[src/rtl/ahb_bridge_arbiter.sv]
// ahb_bridge_arbiter
// Round-robin arbiter sharing the AHB-to-APB bridge slave port among NUM_M
// masters. It has a per-tenure beat limit and honours HLOCK. Address-phase
// signals follow HMASTER. Write data follows the data-phase owner, which lags
// HMASTER by one accepted address phase. Bridge responses go to all masters.
module ahb_bridge_arbiter #(
    parameter int NUM_M     = 3,
    parameter int MAX_BEATS = 8,
    parameter int AW        = 32,
    parameter int DW        = 32
) (
    input  logic                HCLK,
    input  logic                HRESET,
    input  logic [NUM_M-1:0]    HBUSREQ,
    input  logic [NUM_M-1:0]    HLOCK,
    output logic [NUM_M-1:0]    HGRANT,
    output logic [1:0]          HMASTER,
    input  logic [NUM_M*AW-1:0] HADDR_M,
    input  logic [NUM_M*2-1:0]  HTRANS_M,
    input  logic [NUM_M-1:0]    HWRITE_M,
    input  logic [NUM_M*3-1:0]  HSIZE_M,
    input  logic [NUM_M*DW-1:0] HWDATA_M,
    output logic [AW-1:0]       HADDR,
    output logic [1:0]          HTRANS,
    output logic                HWRITE,
    output logic [2:0]          HSIZE,
    output logic [DW-1:0]       HWDATA,
    output logic                HREADYin,
    input  logic                HREADYout,
    output logic                HREADY,
    output logic [1:0]          HRESP,
    input  logic [1:0]          HRESP_B,
    output logic [DW-1:0]       HRDATA,
    input  logic [DW-1:0]       HRDATA_B
);

    localparam int CW = $clog2(MAX_BEATS + 1);
    localparam logic [CW-1:0] CNT_MAX  = CW'(MAX_BEATS);
    localparam logic [CW-1:0] CNT_LAST = CW'(MAX_BEATS - 1);

    logic [NUM_M-1:0] grant;
    logic [1:0]       grant_idx;
    logic [1:0]       hmaster;
    logic [1:0]       data_owner;
    logic [1:0]       rr_ptr;
    logic [CW-1:0]    beat_cnt;

    logic [3:0]       req4;
    logic [3:0]       lock4;
    logic             any_req;
    logic             rot_found;
    logic [1:0]       rot_idx;
    logic [1:0]       cand;
    logic [1:0]       next_idx;
    logic [1:0]       next_rr;
    logic             beat;

    // Master buses padded out to four slots so a 2-bit index always fits.
    logic [AW-1:0]    addr_a  [4];
    logic [1:0]       trans_a [4];
    logic             wr_a    [4];
    logic [2:0]       size_a  [4];
    logic [DW-1:0]    wdata_a [4];

    for (genvar gi = 0; gi < 4; gi++) begin : g_m
        if (gi < NUM_M) begin : g_on
            assign addr_a[gi]  = HADDR_M[gi*AW +: AW];
            assign trans_a[gi] = HTRANS_M[gi*2 +: 2];
            assign wr_a[gi]    = HWRITE_M[gi];
            assign size_a[gi]  = HSIZE_M[gi*3 +: 3];
            assign wdata_a[gi] = HWDATA_M[gi*DW +: DW];
        end else begin : g_off
            assign addr_a[gi]  = '0;
            assign trans_a[gi] = '0;
            assign wr_a[gi]    = 1'b0;
            assign size_a[gi]  = '0;
            assign wdata_a[gi] = '0;
        end
    end

    assign req4    = 4'(HBUSREQ);
    assign lock4   = 4'(HLOCK);
    assign any_req = |HBUSREQ;

    // Round-robin scan starting after rr_ptr.
    // It skips the current owner and finds any other requester.
    always_comb begin
        rot_idx   = grant_idx;
        rot_found = 1'b0;
        cand      = '0;
        for (int k = 1; k <= NUM_M; k++) begin
            cand = 2'((int'(rr_ptr) + k) % NUM_M);
            if (!rot_found && cand != grant_idx && req4[cand]) begin
                rot_found = 1'b1;
                rot_idx   = cand;
            end
        end
    end

    // Grant decision: idle goes to the default master, then lock hold, then keep, then rotate.
    always_comb begin
        next_idx = grant_idx;
        next_rr  = rr_ptr;
        if (!any_req) begin
            next_idx = '0;
        end else if (lock4[grant_idx] && req4[grant_idx]) begin
            next_idx = grant_idx;
        end else if ((req4[grant_idx] && beat_cnt < CNT_LAST) || !rot_found) begin
            next_idx = grant_idx;
        end else begin
            next_idx = rot_idx;
            next_rr  = rot_idx;
        end
    end

    // Only beats issued by the granted master count toward its tenure.
    // The trailing address phase of a master losing the grant is not counted.
    assign beat = HTRANS[1] && (hmaster == grant_idx);

    // Ownership pipeline: grant -> address owner -> data owner, advancing on HREADY.
    always_ff @(posedge HCLK) begin
        if (HRESET) begin
            grant      <= NUM_M'(1);
            grant_idx  <= '0;
            hmaster    <= '0;
            data_owner <= '0;
            rr_ptr     <= '0;
            beat_cnt   <= '0;
        end else if (HREADYout) begin
            grant      <= NUM_M'(1) << next_idx;
            grant_idx  <= next_idx;
            rr_ptr     <= next_rr;
            hmaster    <= grant_idx;
            data_owner <= hmaster;
            if (next_idx != grant_idx) begin
                beat_cnt <= '0;
            end else if (beat && beat_cnt != CNT_MAX) begin
                beat_cnt <= beat_cnt + 1'b1;
            end
        end
    end

    assign HGRANT   = grant;
    assign HMASTER  = hmaster;
    assign HADDR    = addr_a[hmaster];
    assign HTRANS   = trans_a[hmaster];
    assign HWRITE   = wr_a[hmaster];
    assign HSIZE    = size_a[hmaster];
    assign HWDATA   = wdata_a[data_owner];
    assign HREADYin = HREADYout;
    assign HREADY   = HREADYout;
    assign HRESP    = HRESP_B;
    assign HRDATA   = HRDATA_B;

endmodule
[config.mk]
export PLATFORM = sky130hd
export DESIGN_NAME = ahb_bridge_arbiter
export DESIGN_NICKNAME = d
export VERILOG_FILES = /design/src/rtl/ahb_bridge_arbiter.sv
export SDC_FILE = /design/constraint.sdc
export NUM_CORES = 1
export LEC_CHECK = 0
export ABC_AREA = 1
export BUFFER_PORTS_ARGS = -buffer_cell sky130_fd_sc_hd__clkbuf_2
export CAP_MARGIN = 10
export CORE_AREA = 2 2 142 144
export CTS_CLUSTER_SIZE = 8
export DETAILED_ROUTE_END_ITERATION = 10
export DIE_AREA = 0 0 144 146
export GPL_TIMING_DRIVEN = 0
export PLACE_DENSITY = 0.46
export SETUP_SLACK_MARGIN = 0.05
export SLEW_MARGIN = 10
export SYNTH_ARGS = -nofsm -noshare
export SYNTH_HDL_FRONTEND = slang
export SYNTH_SLANG_ARGS = --single-unit
[constraint.sdc]
create_clock -name HCLK -period 2.6 [get_ports HCLK]
set_input_delay 0.65 -clock HCLK [delete_from_list [all_inputs] [get_ports HCLK]]
set_output_delay 0.65 -clock HCLK [all_outputs]
set_load 0.05 [all_outputs]
Word-level counts from Yosys, hierarchy flattened
Cells that the tools add are included.
{"block": "op_classes", "bitwise": 4, "n_div": 3, "muxes": 36, "shifts": 1, "add_sub_neg": 4, "eq_ne": 6, "n_reduce_logical": 17, "magnitude_cmp": 7}
{"cell": "32-bit binary-select mux with 2-bit select", "count": 2}
{"cell": "32-bit two-way mux", "count": 4}
{"cell": "32-bit by 3-bit remainder unit with 32-bit output, second input constant", "count": 3}
{"cell": "2-bit two-way mux", "count": 8}
{"cell": "1-bit binary-select mux with 2-bit select", "count": 6}
{"cell": "2-bit by 3-bit less-than comparator with 1-bit output, second input constant", "count": 4}
{"cell": "1-bit two-way mux", "count": 10}
{"cell": "1-bit logical AND", "count": 9}
{"cell": "4-bit two-way mux", "count": 2}
{"cell": "2-bit inequality test", "count": 4}
{"cell": "2-bit by 2-bit adder with 3-bit output, second input constant", "count": 2}
{"cell": "3-bit binary-select mux with 2-bit select", "count": 1}
{"cell": "3-bit >= comparator, second input constant", "count": 2}
{"cell": "3-bit two-way mux", "count": 2}
{"cell": "2-bit NOT with 3-bit output", "count": 2}
{"cell": "4-bit by 1-bit adder with 4-bit output, second input constant", "count": 1}
{"cell": "2-bit binary-select mux with 2-bit select", "count": 1}
{"cell": "4-bit by 3-bit less-than comparator with 1-bit output, second input constant", "count": 1}
{"cell": "4-bit inequality test, second input constant", "count": 1}
{"cell": "4-bit AND reduction", "count": 1}
{"cell": "2-bit by 1-bit adder with 3-bit output, second input constant", "count": 1}
{"cell": "1-bit zero test", "count": 3}
{"cell": "3-bit OR reduction", "count": 1}
{"cell": "1-bit by 2-bit << shifter with 3-bit output, first input constant", "count": 1}
{"cell": "5 further kinds", "count": 6}
{"block": "word_totals", "out_inout_bits": 111, "ff_bits": 15, "input_bits": 253, "wordCells": 84}

Longest topological paths before layout
{"block": "depth", "depth_word": 22, "ltp_mapped": 20, "mapped_depth_nobuf": 20}

Worst setup path after synthesis
No wires, ideal clock.
{"block": "synth_timing", "path_type": "reg-to-output", "startpoint": "reg hmaster[0], in the netlist HMASTER[0]", "endpoint": "out HADDR[15]", "t_required_ns": 1.950, "arrival_ns": 2.601, "stages_incl_launch_ff": 5, "path_buffers": 2, "path_slack_ns": -0.651, "cell_sequence": "dfxtp_1 -> clkbuf_1 -> buf_1 -> nor2_1 -> o31ai_1"}
{"block": "synth_between", "elab_chain_len": 4}
{"item": "start, declared", "line": "43", "rtl": "logic [1:0] hmaster;"}
{"item": "start signal, assigned", "line": "133", "rtl": "hmaster <= grant_idx;"}
{"item": "2-bit NOT with 3-bit output (not written as such)", "line": "145", "rtl": "assign HADDR = addr_a[hmaster];"}
{"item": "32-bit binary-select mux with 2-bit select", "line": "145"}
{"item": "32-bit two-way mux (not written as such) (2 in series)", "line": "145"}
{"item": "end, declared", "line": "23", "rtl": "output logic [AW-1:0] HADDR,"}
Every way passes these cells. The select of a mux whose other input is x is not followed.

Final worst setup path
{"block": "layout_timing", "startpoint": "reg hmaster[1], in the netlist HMASTER[1]", "endpoint": "out HADDR[29]"}
The elaborated chain is that of the path after synthesis.

==> flow_metrics.tcl <==
set metrics [dict create \
    placed_area_mm2 0.00541 \
    p_clk_frac 0.073 \
    peakVddDrop_mv 0.314 \
    ys_seq_area_frac 0.100 \
    post-route-period-util 0.939 \
    synth.most_common_cell "nor2_1" \
    cap_violations 0 \
    antenna_left 0 \
    worstPathMaxFanout 10 \
    drv_slew 0 \
    dieArea_mm2 0.0210 \
    via_count 4806 \
    startpoint "HMASTER[1]" \
    numCtsBuffers 3 \
    async_reset_ff_frac 0 \
    critPathArrivalTime_ns 1.79 \
    clockBufferDepth 2 \
    htreeDepth 1 \
    postCtsSetupRepairBufs 0 \
    instances_no_fill 1107 \
    fillers 2173 \
    yosys_most_used_dff "dfxtp_1" \
    synth_largest_area_cell "nor2_1" \
    grt_overflow 0 \
    setup-violations-final 0 \
    critPathLaunchType "flip-flop" \
    grt_max_degree 11 \
    post_drt_wl_per_cell_um 14.8 \
    cts_tree "yes" \
    drt_iter0_drc 101 \
    grt_usage 0.143 \
    gp_congestion 0.782 \
    synth_edf_count 0 \
    synth_cell_types 36 \
    fmax_mhz 410 \
    synth_commonest_cells "nor2_1 (153), nand3_1 (93), o31ai_1 (70), buf_4 (38), clkbuf_1 (31)" \
    power.density_mw_per_mm2 766 \
    antennaDiodeCount 0 \
    area_growth_pct 87.0 \
    initial_core_util 0.155 \
    grt_pass1_wl_mm 24.3 \
    core-area_mm2 0.0193 \
    finClkSkew_ns 0.00279 \
    first_global_vias 4737 \
    drive_gt1_frac 0.597 \
    yosys_warnings 0 \
    hold_path.startpoint "HGRANT[0]" \
    relSlewSlack 0.503 \
    power.leakage_nw 2.88 \
    required_ns 1.95 \
    clkTransAtPathRegs_ns 0.05 \
    synth.avg_cell_area_um2 5.86 \
    io_buffers 328 \
    seq_power_share 0.090 \
    place_hpwl_mm 13.9 \
    switching_share 0.609 \
    synth-seq-cells 15 \
    min_path_type "reg -> reg" \
    fin_crit_ns 2.44 \
    synth_area_leaders "nor2_1 (19%), o31ai_1 (18%), nand3_1 (16%), dfxtp_1 (10%), buf_4 (9.5%)" \
    worst_pin_slew_ns 0.745 \
    syn-cell-area_mm2 0.00300 \
    drt-total-wl_mm 16.3 \
    fp.dieW_um 144 \
    path_class "reg -> out" \
    drtPass1Iterations 4 \
    intPower_mw 1.68 \
    yosysTopAreaCellShare 0.191 \
    antenna_found_initial 0 \
    cts_root_buf "clkbuf_16" \
    status "finished clean" \
    clkLatencyLatePin_ns 0.25 \
    p_comb_frac 0.837 \
    finalHoldViolCount 0 \
    vias_per_cell 4.34 \
    placed_cells 1105 \
    rr_startpoint "rr_ptr[0]" \
    rsz0062_at_grt "false" \
    nNetsFinal 1100 \
    final_area_mm2 0.00561 \
    synthCells 512 \
    p_sw_mw 2.62 \
    clock_sinks 15 \
    cp-end-kind "output port" \
    syn_nets 769 \
    die_y_um 146 \
    ios 364 \
    rows 51 \
    drc 0 \
]
-- layout make-up --
| cell class | instances | area (um2) | share of cell area |
|---|---|---|---|
| inverters | 19 | 80.1 | 0.0143 |
| clock inverters | 1 | 5.00 | 0.000892 |
| well taps | 265 | 332 | 0.0591 |
| flip-flops and latches | 15 | 304 | 0.0542 |
| repair buffers | 328 | 1690 | 0.301 |
| plain buffers | 76 | 513 | 0.0915 |
| multi-input cells | 400 | 2610 | 0.466 |
| clock buffers | 3 | 75.1 | 0.0134 |
-- timing repair --
action                     in CTS  in global routing
hold buffers                    0                  0
resized for setup              52                 26
setup endpoints to repair      69                 53
-- worst paths after layout --
| kind | cells past startpoint | slack, ns | to |
|---|---|---|---|
| worst max-delay path | 5 | 0.16 | HADDR[29] |
| worst max register to register | 16 | 0.32 | beat_cnt[1] |
| worst min-delay path | 2 | 0.49 | HGRANT[0] |
| worst min register to register | 2 | 0.49 | HGRANT[0] |
-- worst max-delay path: stages (launching register included) --
cell	delay [ns]
dfxtp_2	0.43
clkbuf_4	0.29
buf_2	0.28
nand3_1	0.19
o31ai_4	0.08
clkbuf_4	0.26
-- per-stage QoR --
step | hold slack (ns) | setup slack, ns | total power [mW] | setup TNS [ns] | util
global route | 0.531 | 0.0533 | 4.61 | 0 | 0.290
floorplan | 0.500 | -0.200 | 3.12 | -1.05 | -
global placement | 0.491 | -0.484 | 3.92 | -14.21 | 0.280
finish | 0.491 | 0.159 | 4.30 | 0 | 0.290
CTS | 0.506 | 0.0315 | 4.27 | 0 | 0.289
detailed placement | 0.493 | -0.493 | 3.91 | -13.49 | 0.280
-- metal layers --
metal / GRT usage / part of all wire / wire [um]
met4: 0.0275 / 0.013 / 210
met2: 0.280 / 0.52 / 8520
met3: 0.0204 / 0.079 / 1290
met1: 0.163 / 0.39 / 6310
met5: 0 / 0 / 0
-- power groups by stage --
stage | Clock, mW | Sequential [mW] | Combinational, mW
final | 0.312 | 0.387 | 3.60
after global placement | 0 | 0.380 | 3.54
after global routing | 0.331 | 0.401 | 3.88
after detailed placement | 0 | 0.380 | 3.53
after floorplan | 0 | 0.446 | 2.68
after CTS | 0.314 | 0.385 | 3.57
-- flip-flops by register name, summed over array words and instances, names as in the netlist --
name and flops:
data_owner 2, HGRANT 3, rr_ptr 2, HMASTER 2, grant_idx 2, beat_cnt 4
-- cells by family (layout without fill, tap and decap cells) --
group / after synthesis / in the layout / synth area share
AOI/OAI and AO/OA: 99 / 99 / 0.239
xor gates and xnor gates: 4 / 4 / 0.0117
adders and majority gates: 4 / 4 / 0.0167
buffers and inverters: 97 / 427 / 0.176
DFF: 15 / 15 / 0.100
and+or+nand+nor: 293 / 293 / 0.456
-- placed cells by master (no fill, tap or decap), drive strengths merged, types with 2 or more instances in the layout --
| cell | Yosys | routed |
|---|---|---|
| nor3 | 2 | 2 |
| xnor2 | 3 | 3 |
| inv | 17 | 17 |
| nand4 | 3 | 3 |
| nor2 | 153 | 153 |
| a22oi | 2 | 2 |
| clkinv | 2 | 3 |
| dfxtp | 15 | 15 |
| ha | 4 | 4 |
| nand3 | 102 | 102 |
| clkbuf | 31 | 355 |
| a21oi | 12 | 12 |
| nand2 | 33 | 33 |
| buf | 47 | 52 |
| o31ai | 70 | 70 |
| o21ai | 10 | 10 |
Power figures use the tool's default switching activity.
